### config.mk
export PLATFORM = sky130hd
export DESIGN_NAME = vfd_scan_controller
export DESIGN_NICKNAME = d
export VERILOG_FILES = /design/src/rtl/vfd_scan_controller.sv
export SDC_FILE = /design/constraint.sdc
export NUM_CORES = 1
export LEC_CHECK = 0
export ABC_AREA = 1
export CORE_UTILIZATION = 50
export CTS_CLUSTER_SIZE = 12
export DETAILED_ROUTE_END_ITERATION = 8
export GPL_TIMING_DRIVEN = 0
export PLACE_DENSITY = 0.71
export SLEW_MARGIN = 20
export SYNTH_ARGS = -nofsm -noshare
export SYNTH_HDL_FRONTEND = slang
export SYNTH_SLANG_ARGS = --single-unit
### constraint.sdc
create_clock -name CLK -period 1.9 [get_ports CLK]
set_clock_uncertainty 0.05 [all_clocks]
set_input_delay 0.38 -clock CLK [delete_from_list [all_inputs] [get_ports CLK]]
set_output_delay 0.38 -clock CLK [all_outputs]
set_load 0.05 [all_outputs]
### src/rtl/vfd_scan_controller.sv
// VFD grid scan sequencer: walks grids 1..GRIDS, opens the shift window, and pulses BLK/LAT per slot.
// Define VFD_SCAN_DBUF_EN to enable GRAM bank double buffering; otherwise SWAP_ACK is a frame tick.
module vfd_scan_controller #(
  parameter int unsigned PERIOD    = 3846,
  parameter int unsigned GRIDS     = 52,
  parameter int unsigned SHIFT_LEN = 288,
  parameter int unsigned BLK_W     = 120,
  parameter int unsigned LAT_W     = 3
) (
  input  logic       CLK,
  input  logic       RSTN,
  input  logic       EN,
  input  logic       SWAP_REQ,
  output logic       SHIFT_EN,
  output logic [5:0] GRID,
  output logic       BLK,
  output logic       LAT,
  output logic       FRAME_START,
  output logic       RD_BANK,
  output logic       SWAP_ACK
);

  localparam int unsigned CW = $clog2(PERIOD);
  localparam logic [CW-1:0] CNT_SHIFT_END = CW'(SHIFT_LEN - 1);
  localparam logic [CW-1:0] CNT_BLK_START = CW'(PERIOD - BLK_W - 1);
  localparam logic [CW-1:0] CNT_LAT_END   = CW'(PERIOD - BLK_W + LAT_W - 1);
  localparam logic [CW-1:0] CNT_LAST      = CW'(PERIOD - 1);
  localparam logic [5:0]    GRID_LAST     = 6'(GRIDS);

  typedef enum logic [1:0] {
    ST_IDLE,
    ST_SHIFT,
    ST_HOLD,
    ST_BLANK
  } state_e;

  state_e        state_q, state_d;
  logic [CW-1:0] cnt_q, cnt_d;
  logic [5:0]    grid_q, grid_d;
  logic          shift_en_q, shift_en_d;
  logic          blk_q, blk_d;
  logic          lat_q, lat_d;
  logic          frame_start_q, frame_start_d;
  logic          rd_bank_q, rd_bank_d;
  logic          swap_ack_q, swap_ack_d;
  logic          boundary_c;

`ifdef VFD_SCAN_DBUF_EN
  logic          pend_q, pend_d;
`else
  logic          unused_swap_req;
  assign unused_swap_req = SWAP_REQ;
`endif

  // State and output registers
  always_ff @(posedge CLK or negedge RSTN) begin
    if (!RSTN) begin
      state_q       <= ST_IDLE;
      cnt_q         <= '0;
      grid_q        <= '0;
      shift_en_q    <= 1'b0;
      blk_q         <= 1'b1;
      lat_q         <= 1'b0;
      frame_start_q <= 1'b0;
      rd_bank_q     <= 1'b0;
      swap_ack_q    <= 1'b0;
`ifdef VFD_SCAN_DBUF_EN
      pend_q        <= 1'b0;
`endif
    end else begin
      state_q       <= state_d;
      cnt_q         <= cnt_d;
      grid_q        <= grid_d;
      shift_en_q    <= shift_en_d;
      blk_q         <= blk_d;
      lat_q         <= lat_d;
      frame_start_q <= frame_start_d;
      rd_bank_q     <= rd_bank_d;
      swap_ack_q    <= swap_ack_d;
`ifdef VFD_SCAN_DBUF_EN
      pend_q        <= pend_d;
`endif
    end
  end

  // Slot timeline; BLK is only cleared on a slot rollover, so the first slot after IDLE stays blanked
  always_comb begin
    state_d       = state_q;
    cnt_d         = cnt_q;
    grid_d        = grid_q;
    shift_en_d    = shift_en_q;
    blk_d         = blk_q;
    lat_d         = lat_q;
    frame_start_d = 1'b0;
    rd_bank_d     = rd_bank_q;
    swap_ack_d    = 1'b0;
    boundary_c    = 1'b0;

    unique case (state_q)
      ST_IDLE: begin
        cnt_d = '0;
        if (EN) begin
          state_d       = ST_SHIFT;
          grid_d        = 6'd1;
          shift_en_d    = 1'b1;
          frame_start_d = 1'b1;
          boundary_c    = 1'b1;
        end
      end
      ST_SHIFT: begin
        cnt_d = cnt_q + CW'(1);
        if (cnt_q == CNT_SHIFT_END) begin
          state_d    = ST_HOLD;
          shift_en_d = 1'b0;
        end
      end
      ST_HOLD: begin
        cnt_d = cnt_q + CW'(1);
        if (cnt_q == CNT_BLK_START) begin
          state_d = ST_BLANK;
          blk_d   = 1'b1;
          lat_d   = 1'b1;
        end
      end
      ST_BLANK: begin
        cnt_d = cnt_q + CW'(1);
        if (cnt_q == CNT_LAT_END) begin
          lat_d = 1'b0;
        end
        if (cnt_q == CNT_LAST) begin
          cnt_d = '0;
          if (EN) begin
            state_d    = ST_SHIFT;
            shift_en_d = 1'b1;
            blk_d      = 1'b0;
            if (grid_q == GRID_LAST) begin
              grid_d        = 6'd1;
              frame_start_d = 1'b1;
              boundary_c    = 1'b1;
            end else begin
              grid_d = grid_q + 6'd1;
            end
          end else begin
            state_d = ST_IDLE;
            grid_d  = '0;
            blk_d   = 1'b1;
          end
        end
      end
      default: begin
        state_d = ST_IDLE;
      end
    endcase

`ifdef VFD_SCAN_DBUF_EN
    // A request sampled on the boundary edge itself is folded into that boundary
    pend_d = pend_q | SWAP_REQ;
    if (boundary_c && (pend_q || SWAP_REQ)) begin
      rd_bank_d  = ~rd_bank_q;
      swap_ack_d = 1'b1;
      pend_d     = 1'b0;
    end
`else
    rd_bank_d  = 1'b0;
    swap_ack_d = boundary_c;
`endif
  end

  assign SHIFT_EN    = shift_en_q;
  assign GRID        = grid_q;
  assign BLK         = blk_q;
  assign LAT         = lat_q;
  assign FRAME_START = frame_start_q;
  assign RD_BANK     = rd_bank_q;
  assign SWAP_ACK    = swap_ack_q;

endmodule

==> run_results.csv, run 1 <==
group,metric,value,unit
setup_path,critical_path.reg2reg.startpoint,"GRID[0]",
clocking,h-tree-depth,1,
synth,sequential_fraction_of_the_synthesis_area,0.375,
timing,slew_viol_final,0,
placement,gp_routability_congestion,0.802,
synth,synth_top_area_cell,"sky130_fd_sc_hd__dfrtp_1",
placement,placement.cell_area,1780,um2
floorplanning,io-pin-count,16,
setup_path,critical_path.max_stage_delay,560,ps
floorplanning,die_area,3440,um2
setup_path,startpoint_type,"flip-flop",
worst_hold_path,min_path_type,"input pin to flip-flop",
timing,worstMarginPinSlew,551,ps
power,leakage,0.000876,uW
finish,utilization,0.598,
clocking,cts_buffer_depth,2,
timing,rsz0062_at_grt,"no",
detailed_routing,routedWlPerCell,10.6,um
setup_path,worstPathArrival,1410,ps
outcome,status,"finished, final reports clean",
run,maxCapViolations,0,
timing,setup_violations,0,
clocking,cts_buffers,3,
clocking,ctsRootBufferMaster,"sky130_fd_sc_hd__clkbuf_4",
worst_hold_path,min_delay_worst_endpoint,"SWAP_ACK",
synth,yosys-top-cells-area,"sky130_fd_sc_hd__dfrtp_1 36%, sky130_fd_sc_hd__nand2_1 12%, sky130_fd_sc_hd__ha_1 8.6%, sky130_fd_sc_hd__nor2_1 6.8%, sky130_fd_sc_hd__inv_1 6.5%",
placement,dpl.cell_count,265,
setup_path,rrSetupSlack,320,ps
power,largest_vdd_supply_drop,0.764,mV
grt,grt_first_pass_wirelength,5.11,mm
finish,nFillCells,302,
setup_path,worst_r2r_endpoint,"SWAP_ACK",
synth,synthFlopType,"sky130_fd_sc_hd__dfrtp_1",
floorplanning,rows,20,
power,power-per-cell-area,1260,nW/um2
setup_path,critPathBufInv,1,
finish,post-route-cell-area,1830,um2
worst_hold_path,worstHoldStart,"EN",
setup_path,cp_top_family,"flip-flops",
detailed_routing,detailed_router_iteration_count_before_antenna_repair,4,
clocking,tritoncts_clock_tree,"done",
finish,layout-drive-gt1-share,0.137,
setup_path,cp_cell_sequence,"dlygate4sd2_1",
detailed_routing,totalWireLength,2.87,mm
floorplanning,floorplan.initialDensity,0.526,
synth,synth_edf_count,0,
grt,grt_antenna_before_repair,0,
setup_path,critical_path_rt,1470,ps
timing,finalCritPeriodShare,0.967,
synth,synth_async_sr_flop_share,1.00,
synth,post_synth_net_total,224,
placement,dp_hpwl,2.15,mm
detailed_routing,vias,1280,
detailed_routing,drtAntennaViolNets,0,
grt,via_count_of_the_first_global_routing_pass,1150,
timing,max-slew-margin-rel,0.633,
floorplanning,fp.dieH,58.7,um
clocking,clk_pin_slew_worst_paths,140,ps
placement,place.port_buffers,12,
grt,pin_count_of_the_biggest_net_entering_global_routing,25,
grt,grtUsageTotal,0.198,
power,total_power,2300,uW
grt,grt_overflow_total,0,
synth,post-synth-top-area-fraction,0.358,
detailed_routing,drc_errors,0,
clocking,cts.sink_count,24,
synth,synthesis.yosys.warnings,0,
finish,layout.cells.non_filler,270,
clocking,worst_skew_pair.late_latency,320,ps
floorplanning,floorplan.die.width,58.7,um
synth,post_synth_inst_count,209,
timing,setup_total_negative_slack,0,ps
setup_path,path_class,"flip-flop to primary output",
setup_path,worst-path-max-fanout,2,
detailed_routing,avgViaCountPerCell,4.74,
worst_hold_path,holdPathStages,3,
finish,area.growth.synth_to_final,13.6,%
setup_path,critical_path.endpoint_type,"primary output",
synth,post_synth.cell_area_avg,7.69,um2
timing,finalHoldViolations,0,
setup_path,worst-r2r-cell-count,10,
synth,yosys.cell_types.count,30,
finish,num-nets-final,242,
timing,timing.final.crit_period,1840,ps
synth,synth_area,1610,um2
timing,fmax,544,MHz
floorplanning,placeableCoreArea,3050,um2
setup_path,crit_slowest_cell,"sky130_fd_sc_hd__dfstp_2",
finish,antenna-diode-count,0,
synth,ys_ff_latch,24,
detailed_routing,initial_drc_count,51,
==> Yosys cell counts (2+ instances only) <==
master                     n
sky130_fd_sc_hd__a21oi_1   3
sky130_fd_sc_hd__buf_4     2
sky130_fd_sc_hd__buf_6     2
sky130_fd_sc_hd__dfrtp_1  23
sky130_fd_sc_hd__ha_1     11
sky130_fd_sc_hd__inv_1    28
sky130_fd_sc_hd__inv_2     2
sky130_fd_sc_hd__nand2_1  50
sky130_fd_sc_hd__nand2_2   3
sky130_fd_sc_hd__nand3_1  12
sky130_fd_sc_hd__nand3_2   2
sky130_fd_sc_hd__nand4_1   4
sky130_fd_sc_hd__nor2_1   29
sky130_fd_sc_hd__nor2_2    2
sky130_fd_sc_hd__nor2_4    2
sky130_fd_sc_hd__nor3_1    5
sky130_fd_sc_hd__o21ai_0   4
sky130_fd_sc_hd__o21ai_2   5
sky130_fd_sc_hd__xnor2_1   3
sky130_fd_sc_hd__xor2_1    7
==> worst max-delay path by stage <==
stage | start | endpoint | depth (start not counted)
finish | BLK | BLK | 1
global route | BLK | BLK | 1
CTS | BLK | BLK | 1
detailed placement | BLK | BLK | 1
global placement | RSTN | cnt_q[1] | 1
floorplan | GRID[0] | GRID[3] | 9
==> kinds of logic (layout without fill, tap and decap cells) <==
kind of cell | after synthesis | count (layout) | synth area share
buf+inv | 36 | 53 | 0.0997
other cells | 1 | 1 | 0.00233
fa+ha+maj | 11 | 11 | 0.0857
simple gates | 112 | 112 | 0.321
compound gates | 15 | 15 | 0.0623
xor+xnor | 10 | 10 | 0.0545
flops | 24 | 24 | 0.375
==> state kept, by name (all words and copies together), names as in the netlist <==
signal and flops:
GRID 6, state_q 2, BLK 1, SWAP_ACK 1, SHIFT_EN 1, LAT 1, cnt_q 12
==> where the power goes <==
| group | total, uW | switching (uW) | internal, uW |
|---|---|---|---|
| clock | 377 | 164 | 213 |
| sequential | 717 | 101 | 616 |
| combinational | 1210 | 794 | 413 |
| total | 2300 | 1060 | 1240 |
==> through the flow <==
step	hold slack, ps	worst slack, ps
2_1_floorplan	34.4	281
3_3_place_gp	427	77.8
3_5_place_dp	360	170
4_1_cts	315	63.4
5_1_grt	320	23.1
6_report	316	62.0
==> metal layers <==
layer / track usage / routed length, um / part of all wire / vias to the layer above
met3: 0.0198 / 89 / 0.031 / 5
met5: 0 / 0 / 0 / -
met2: 0.302 / 1260 / 0.44 / 23
met1: 0.293 / 1480 / 0.51 / 575
li1: - / - / - / 677
met4: 0.0714 / 45 / 0.016 / 0
==> cells in the final DEF (no fill, tap or decap), types with 3 or more instances in the layout <==
| cell | netlist | routed |
|---|---|---|
| sky130_fd_sc_hd__a21oi_1 | 3 | 3 |
| sky130_fd_sc_hd__clkbuf_4 | 0 | 3 |
| sky130_fd_sc_hd__dfrtp_1 | 23 | 23 |
| sky130_fd_sc_hd__dlygate4sd2_1 | 0 | 11 |
| sky130_fd_sc_hd__ha_1 | 11 | 11 |
| sky130_fd_sc_hd__inv_1 | 28 | 28 |
| sky130_fd_sc_hd__nand2_1 | 50 | 50 |
| sky130_fd_sc_hd__nand2_2 | 3 | 3 |
| sky130_fd_sc_hd__nand3_1 | 12 | 12 |
| sky130_fd_sc_hd__nand4_1 | 4 | 4 |
| sky130_fd_sc_hd__nor2_1 | 29 | 29 |
| sky130_fd_sc_hd__nor3_1 | 5 | 5 |
| sky130_fd_sc_hd__o21ai_0 | 4 | 4 |
| sky130_fd_sc_hd__o21ai_2 | 5 | 5 |
| sky130_fd_sc_hd__xnor2_1 | 3 | 3 |
| sky130_fd_sc_hd__xor2_1 | 7 | 7 |
==> final cells by class <==
| type | instances | area (um2) | area share |
|---|---|---|---|
| plain buffers | 6 | 47.5 | 0.0260 |
| clock inverters | 1 | 30.0 | 0.0164 |
| well taps | 44 | 55.1 | 0.0302 |
| inverters | 30 | 113 | 0.0617 |
| multi-input cells | 149 | 845 | 0.463 |
| repair buffers | 13 | 111 | 0.0610 |
| flip-flops and latches | 24 | 602 | 0.330 |
| clock buffers | 3 | 22.5 | 0.0123 |
==> what timing repair did <==
action / 4_1_cts / 5_1_grt
hold endpoints to repair: 18 / 0
setup endpoints to repair: 11 / 0
setup buffers: 0 / 0
hold buffers: 1 / 0
gates resized for setup: 11 / 0
(Power assumes the default switching activity.)
==> run 2, diff against run 1 <==
--- a/config.mk
+++ b/config.mk
@@ -11,6 +11,7 @@
 export DETAILED_ROUTE_END_ITERATION = 8
 export GPL_TIMING_DRIVEN = 0
 export PLACE_DENSITY = 0.71
+export SKIP_CTS_REPAIR_TIMING = 1
 export SLEW_MARGIN = 20
 export SYNTH_ARGS = -nofsm -noshare
 export SYNTH_HDL_FRONTEND = slang
==> run_results.csv, run 2 (synthesis gave the netlist of run 1 again) <==
group,metric,value,unit
grt,grt_antenna_before_repair,0,
placement,place.port_buffers,12,
timing,slew_viol_final,0,
finish,layout_common_cells,"50 x sky130_fd_sc_hd__nand2_1, 29 x sky130_fd_sc_hd__nor2_1, 28 x sky130_fd_sc_hd__inv_1, 23 x sky130_fd_sc_hd__dfrtp_1, 12 x sky130_fd_sc_hd__nand3_1",
setup_path,worstSetupPathDepth,1,
floorplanning,rows,20,
detailed_routing,totalWireLength,2.86,mm
timing,holdWs,-30.7,ps
clocking,clk_pin_slew_worst_paths,140,ps
run,maxCapViolations,0,
detailed_routing,drtAntennaViolNets,0,
placement,gp_routability_congestion,0.802,
grt,grtUsageTotal,0.198,
finish,largest_reg_by_ff_count,"cnt_q",
finish,layout-drive-gt1-share,0.138,
grt,grt_overflow_total,0,
timing,worstMarginPinSlew,541,ps
power,leakage,0.000991,uW
placement,placement.cell_area,1780,um2
clocking,worst_skew_pair.late_latency,320,ps
setup_path,cp_top_family,"flip-flops",
timing,rsz0062_at_grt,"no",
detailed_routing,avgViaCountPerCell,4.76,
clocking,cts_buffer_depth,2,
detailed_routing,detailed_router_iteration_count_before_antenna_repair,4,
finish,largest_reg_flops,12,
timing,fmax,580,MHz
setup_path,worstPathArrival,1300,ps
setup_path,startpoint_type,"flip-flop",
grt,pin_count_of_the_biggest_net_entering_global_routing,25,
setup_path,path_class,"flip-flop to primary output",
finish,most_common_cell_after_layout_fill_and_taps_aside,"sky130_fd_sc_hd__nand2_1",
finish,num-nets-final,241,
timing,timing.final.crit_period,1730,ps
worst_hold_path,min_path_type,"input pin to asynchronous set/reset pin",
timing,max-slew-margin-rel,0.639,
finish,utilization,0.608,
setup_path,worst-r2r-cell-count,7,
detailed_routing,initial_drc_count,53,
clocking,cts.sink_count,24,
placement,dp_hpwl,2.15,mm
detailed_routing,drc_errors,0,
setup_path,worst_r2r_endpoint,"GRID[0]",
setup_path,critPathBufInv,1,
grt,grt_first_pass_wirelength,5.11,mm
floorplanning,fp.dieH,58.7,um
outcome,violated_checks,"hold timing",
timing,setup_violations,0,
setup_path,critical_path.reg2reg.startpoint,"state_q[0]",
floorplanning,floorplan.die.width,58.7,um
setup_path,critical_path.max_stage_delay,560,ps
finish,antenna-diode-count,0,
timing,finalHoldViolations,23,
clocking,h-tree-depth,1,
floorplanning,io-pin-count,16,
floorplanning,die_area,3440,um2
grt,via_count_of_the_first_global_routing_pass,1150,
detailed_routing,routedWlPerCell,10.6,um
setup_path,rrSetupSlack,330,ps
power,power-per-cell-area,1260,nW/um2
setup_path,critical_path_rt,1470,ps
setup_path,cp_cell_sequence,"dlymetal6s2s_1",
setup_path,critical_path.endpoint_type,"primary output",
outcome,status,"finished, violations left",
setup_path,crit_slowest_cell,"sky130_fd_sc_hd__dfstp_2",
finish,area.growth.synth_to_final,15.6,%
clocking,cts_buffers,3,
timing,finalCritPeriodShare,0.908,
detailed_routing,vias,1281,
finish,post-route-cell-area,1860,um2
clocking,tritoncts_clock_tree,"done",
floorplanning,floorplan.initialDensity,0.526,
setup_path,worst-path-max-fanout,2,
floorplanning,placeableCoreArea,3050,um2
clocking,ctsRootBufferMaster,"sky130_fd_sc_hd__clkbuf_4",
power,largest_vdd_supply_drop,0.765,mV
==> run 2: cell type report <==
cell class / count / area (um2)
fillers: 288 / 1200
multi-input cells: 149 / 845
flip-flops and latches: 24 / 602
repair buffers: 12 / 143
inverters: 30 / 113
well taps: 44 / 55.1
plain buffers: 6 / 47.5
clock inverters: 1 / 30.0
clock buffers: 3 / 22.5
==> run 2: how the worst max path moves through the flow <==
stage	from	endpoint
after floorplan	GRID[0]	GRID[3]
after global placement	RSTN	cnt_q[1]
after detailed placement	BLK	BLK
after CTS	BLK	BLK
after global routing	BLK	BLK
final	BLK	BLK
==> run 2: report_power, final <==
group / switching [uW] / internal (uW) / total (uW)
logic: 796 / 445 / 1240
registers: 100 / 616 / 716
clock network: 162 / 213 / 375
==> run 2: per-stage QoR <==
step	cells	TNS (ps)	total power, uW	setup WS [ps]
2_1_floorplan	209	0	1690	281
3_3_place_gp	265	0	1970	77.8
3_5_place_dp	265	0	1990	170
4_1_cts	269	-1370	2370	-210
5_1_grt	269	0	2530	133
6_report	269	0	2330	175
==> run 2: per-layer routing <==
layer	track usage	wire (um)	vias up	part of all wire
li1	-	-	675	-
met5	0	0	-	0
met4	0.0714	41	0	0.014
met3	0.0198	113	5	0.039
met2	0.302	1260	26	0.44
met1	0.293	1450	575	0.51
==> run 3, diff against run 2 <==
--- a/config.mk
+++ b/config.mk
@@ -10,7 +10,7 @@
 export CTS_CLUSTER_SIZE = 12
 export DETAILED_ROUTE_END_ITERATION = 8
 export GPL_TIMING_DRIVEN = 0
-export PLACE_DENSITY = 0.71
+export PLACE_DENSITY = 0.76
 export SKIP_CTS_REPAIR_TIMING = 1
 export SLEW_MARGIN = 20
 export SYNTH_ARGS = -nofsm -noshare
==> run_results.csv, run 3 (synthesis gave the netlist of run 1 again) <==
group,metric,value,unit
detailed_routing,totalWireLength,2.90,mm
timing,setup_violations,0,
detailed_routing,initial_drc_count,49,
detailed_routing,drc_errors,0,
placement,dp_hpwl,2.19,mm
setup_path,worst-r2r-cell-count,10,
setup_path,worstPathArrival,1290,ps
clocking,worst_skew_pair.late_latency,320,ps
finish,post-route-cell-area,1860,um2
floorplanning,io-pin-count,16,
setup_path,critical_path.endpoint_type,"primary output",
clocking,cts.sink_count,24,
worst_hold_path,min_path_type,"input pin to asynchronous set/reset pin",
detailed_routing,drtAntennaViolNets,0,
setup_path,worst_r2r_endpoint,"SWAP_ACK",
finish,num-nets-final,241,
setup_path,critical_path_rt,1470,ps
finish,layout-drive-gt1-share,0.138,
grt,via_count_of_the_first_global_routing_pass,1194,
run,maxCapViolations,0,
clocking,h-tree-depth,1,
clocking,cts_buffers,3,
outcome,violated_checks,"hold timing",
finish,area.growth.synth_to_final,15.6,%
timing,holdWs,-36.3,ps
timing,slew_viol_final,0,
detailed_routing,vias,1268,
placement,gp_routability_congestion,0.791,
setup_path,worstSetupPathDepth,1,
setup_path,crit_slowest_cell,"sky130_fd_sc_hd__dfstp_2",
timing,rsz0062_at_grt,"no",
setup_path,cp_cell_sequence,"dlymetal6s2s_1",
finish,antenna-diode-count,0,
clocking,ctsRootBufferMaster,"sky130_fd_sc_hd__clkbuf_4",
grt,grt_overflow_total,0,
setup_path,cp_top_family,"flip-flops",
finish,most_common_cell_after_layout_fill_and_taps_aside,"sky130_fd_sc_hd__nand2_1",
grt,grtUsageTotal,0.196,
floorplanning,floorplan.initialDensity,0.526,
placement,place.port_buffers,12,
finish,nFillCells,294,
timing,finalHoldViolations,23,
setup_path,critical_path.max_stage_delay,560,ps
setup_path,rrSetupSlack,320,ps
grt,pin_count_of_the_biggest_net_entering_global_routing,25,
timing,max-slew-margin-rel,0.644,
outcome,status,"finished, violations left",
timing,finalCritPeriodShare,0.906,
timing,worstMarginPinSlew,533,ps
floorplanning,die_area,3440,um2
clocking,clk_pin_slew_worst_paths,140,ps
timing,setup_total_negative_slack,0,ps
timing,fmax,581,MHz
power,largest_vdd_supply_drop,0.824,mV
finish,layout_common_cells,"50 x sky130_fd_sc_hd__nand2_1, 29 x sky130_fd_sc_hd__nor2_1, 28 x sky130_fd_sc_hd__inv_1, 23 x sky130_fd_sc_hd__dfrtp_1, 12 x sky130_fd_sc_hd__nand3_1",
setup_path,critical_path.reg2reg.startpoint,"GRID[0]",
detailed_routing,avgViaCountPerCell,4.71,
placement,placement.cell_area,1780,um2
power,leakage,0.000991,uW
floorplanning,fp.dieH,58.7,um
grt,grt_antenna_before_repair,0,
finish,largest_reg_by_ff_count,"cnt_q",
floorplanning,floorplan.die.width,58.7,um
floorplanning,placeableCoreArea,3050,um2
timing,timing.final.crit_period,1720,ps
detailed_routing,detailed_router_iteration_count_before_antenna_repair,4,
setup_path,path_class,"flip-flop to primary output",
clocking,cts_buffer_depth,2,
detailed_routing,routedWlPerCell,10.8,um
grt,grt_first_pass_wirelength,5.15,mm
setup_path,critPathBufInv,1,
setup_path,worst-path-max-fanout,2,
setup_path,startpoint_type,"flip-flop",
floorplanning,rows,20,
power,power-per-cell-area,1250,nW/um2
finish,largest_reg_flops,12,
clocking,tritoncts_clock_tree,"done",
run 3: layout make-up:
cell class              instances  area [um2]  share of cell area
clock buffers                   3        22.5              0.0121
repair buffers                 12         143              0.0768
inverters                      30         113              0.0606
multi-input cells             149         845               0.455
flip-flops and latches         24         602               0.324
clock inverters                 1        30.0              0.0162
well taps                      44        55.1              0.0296
plain buffers                   6        47.5              0.0256
run 3: how the worst max path moves through the flow:
stage,from,to,slack [ps]
2_1_floorplan,GRID[0],GRID[3],280
5_1_grt,GRID[0],SWAP_ACK,130
3_3_place_gp,RSTN,cnt_q[2],110
3_5_place_dp,RSTN,cnt_q[0],120
4_1_cts,BLK,BLK,-220
6_report,BLK,BLK,180
run 3: metrics by stage:
step                 util  power (uW)  setup WS [ps]  hold WS [ps]  instances
global placement    0.584        1970            114           430        265
detailed placement  0.584        1980            123           430        265
floorplan               -        1690            281          34.4        209
CTS                 0.601        2360           -224           327        269
finish              0.608        2320            178         -36.3        269
global route        0.608        2520            126          2.23        269
run 3: power breakdown:
| group | internal (uW) | total [uW] | switching, uW |
|---|---|---|---|
| Sequential | 616 | 717 | 101 |
| Clock | 213 | 370 | 157 |
| Combinational | 447 | 1230 | 786 |
| Total | 1280 | 2320 | 1040 |
run 3: layer usage:
layer | vias up | global-route usage | wire length [um] | share of wire
li1 | 672 | - | - | -
met1 | 577 | 0.280 | 1490 | 0.51
met2 | 15 | 0.314 | 1310 | 0.45
met3 | 4 | 0.0220 | 64 | 0.022
met4 | 0 | 0.0578 | 34 | 0.012
met5 | - | 0 | 0 | 0
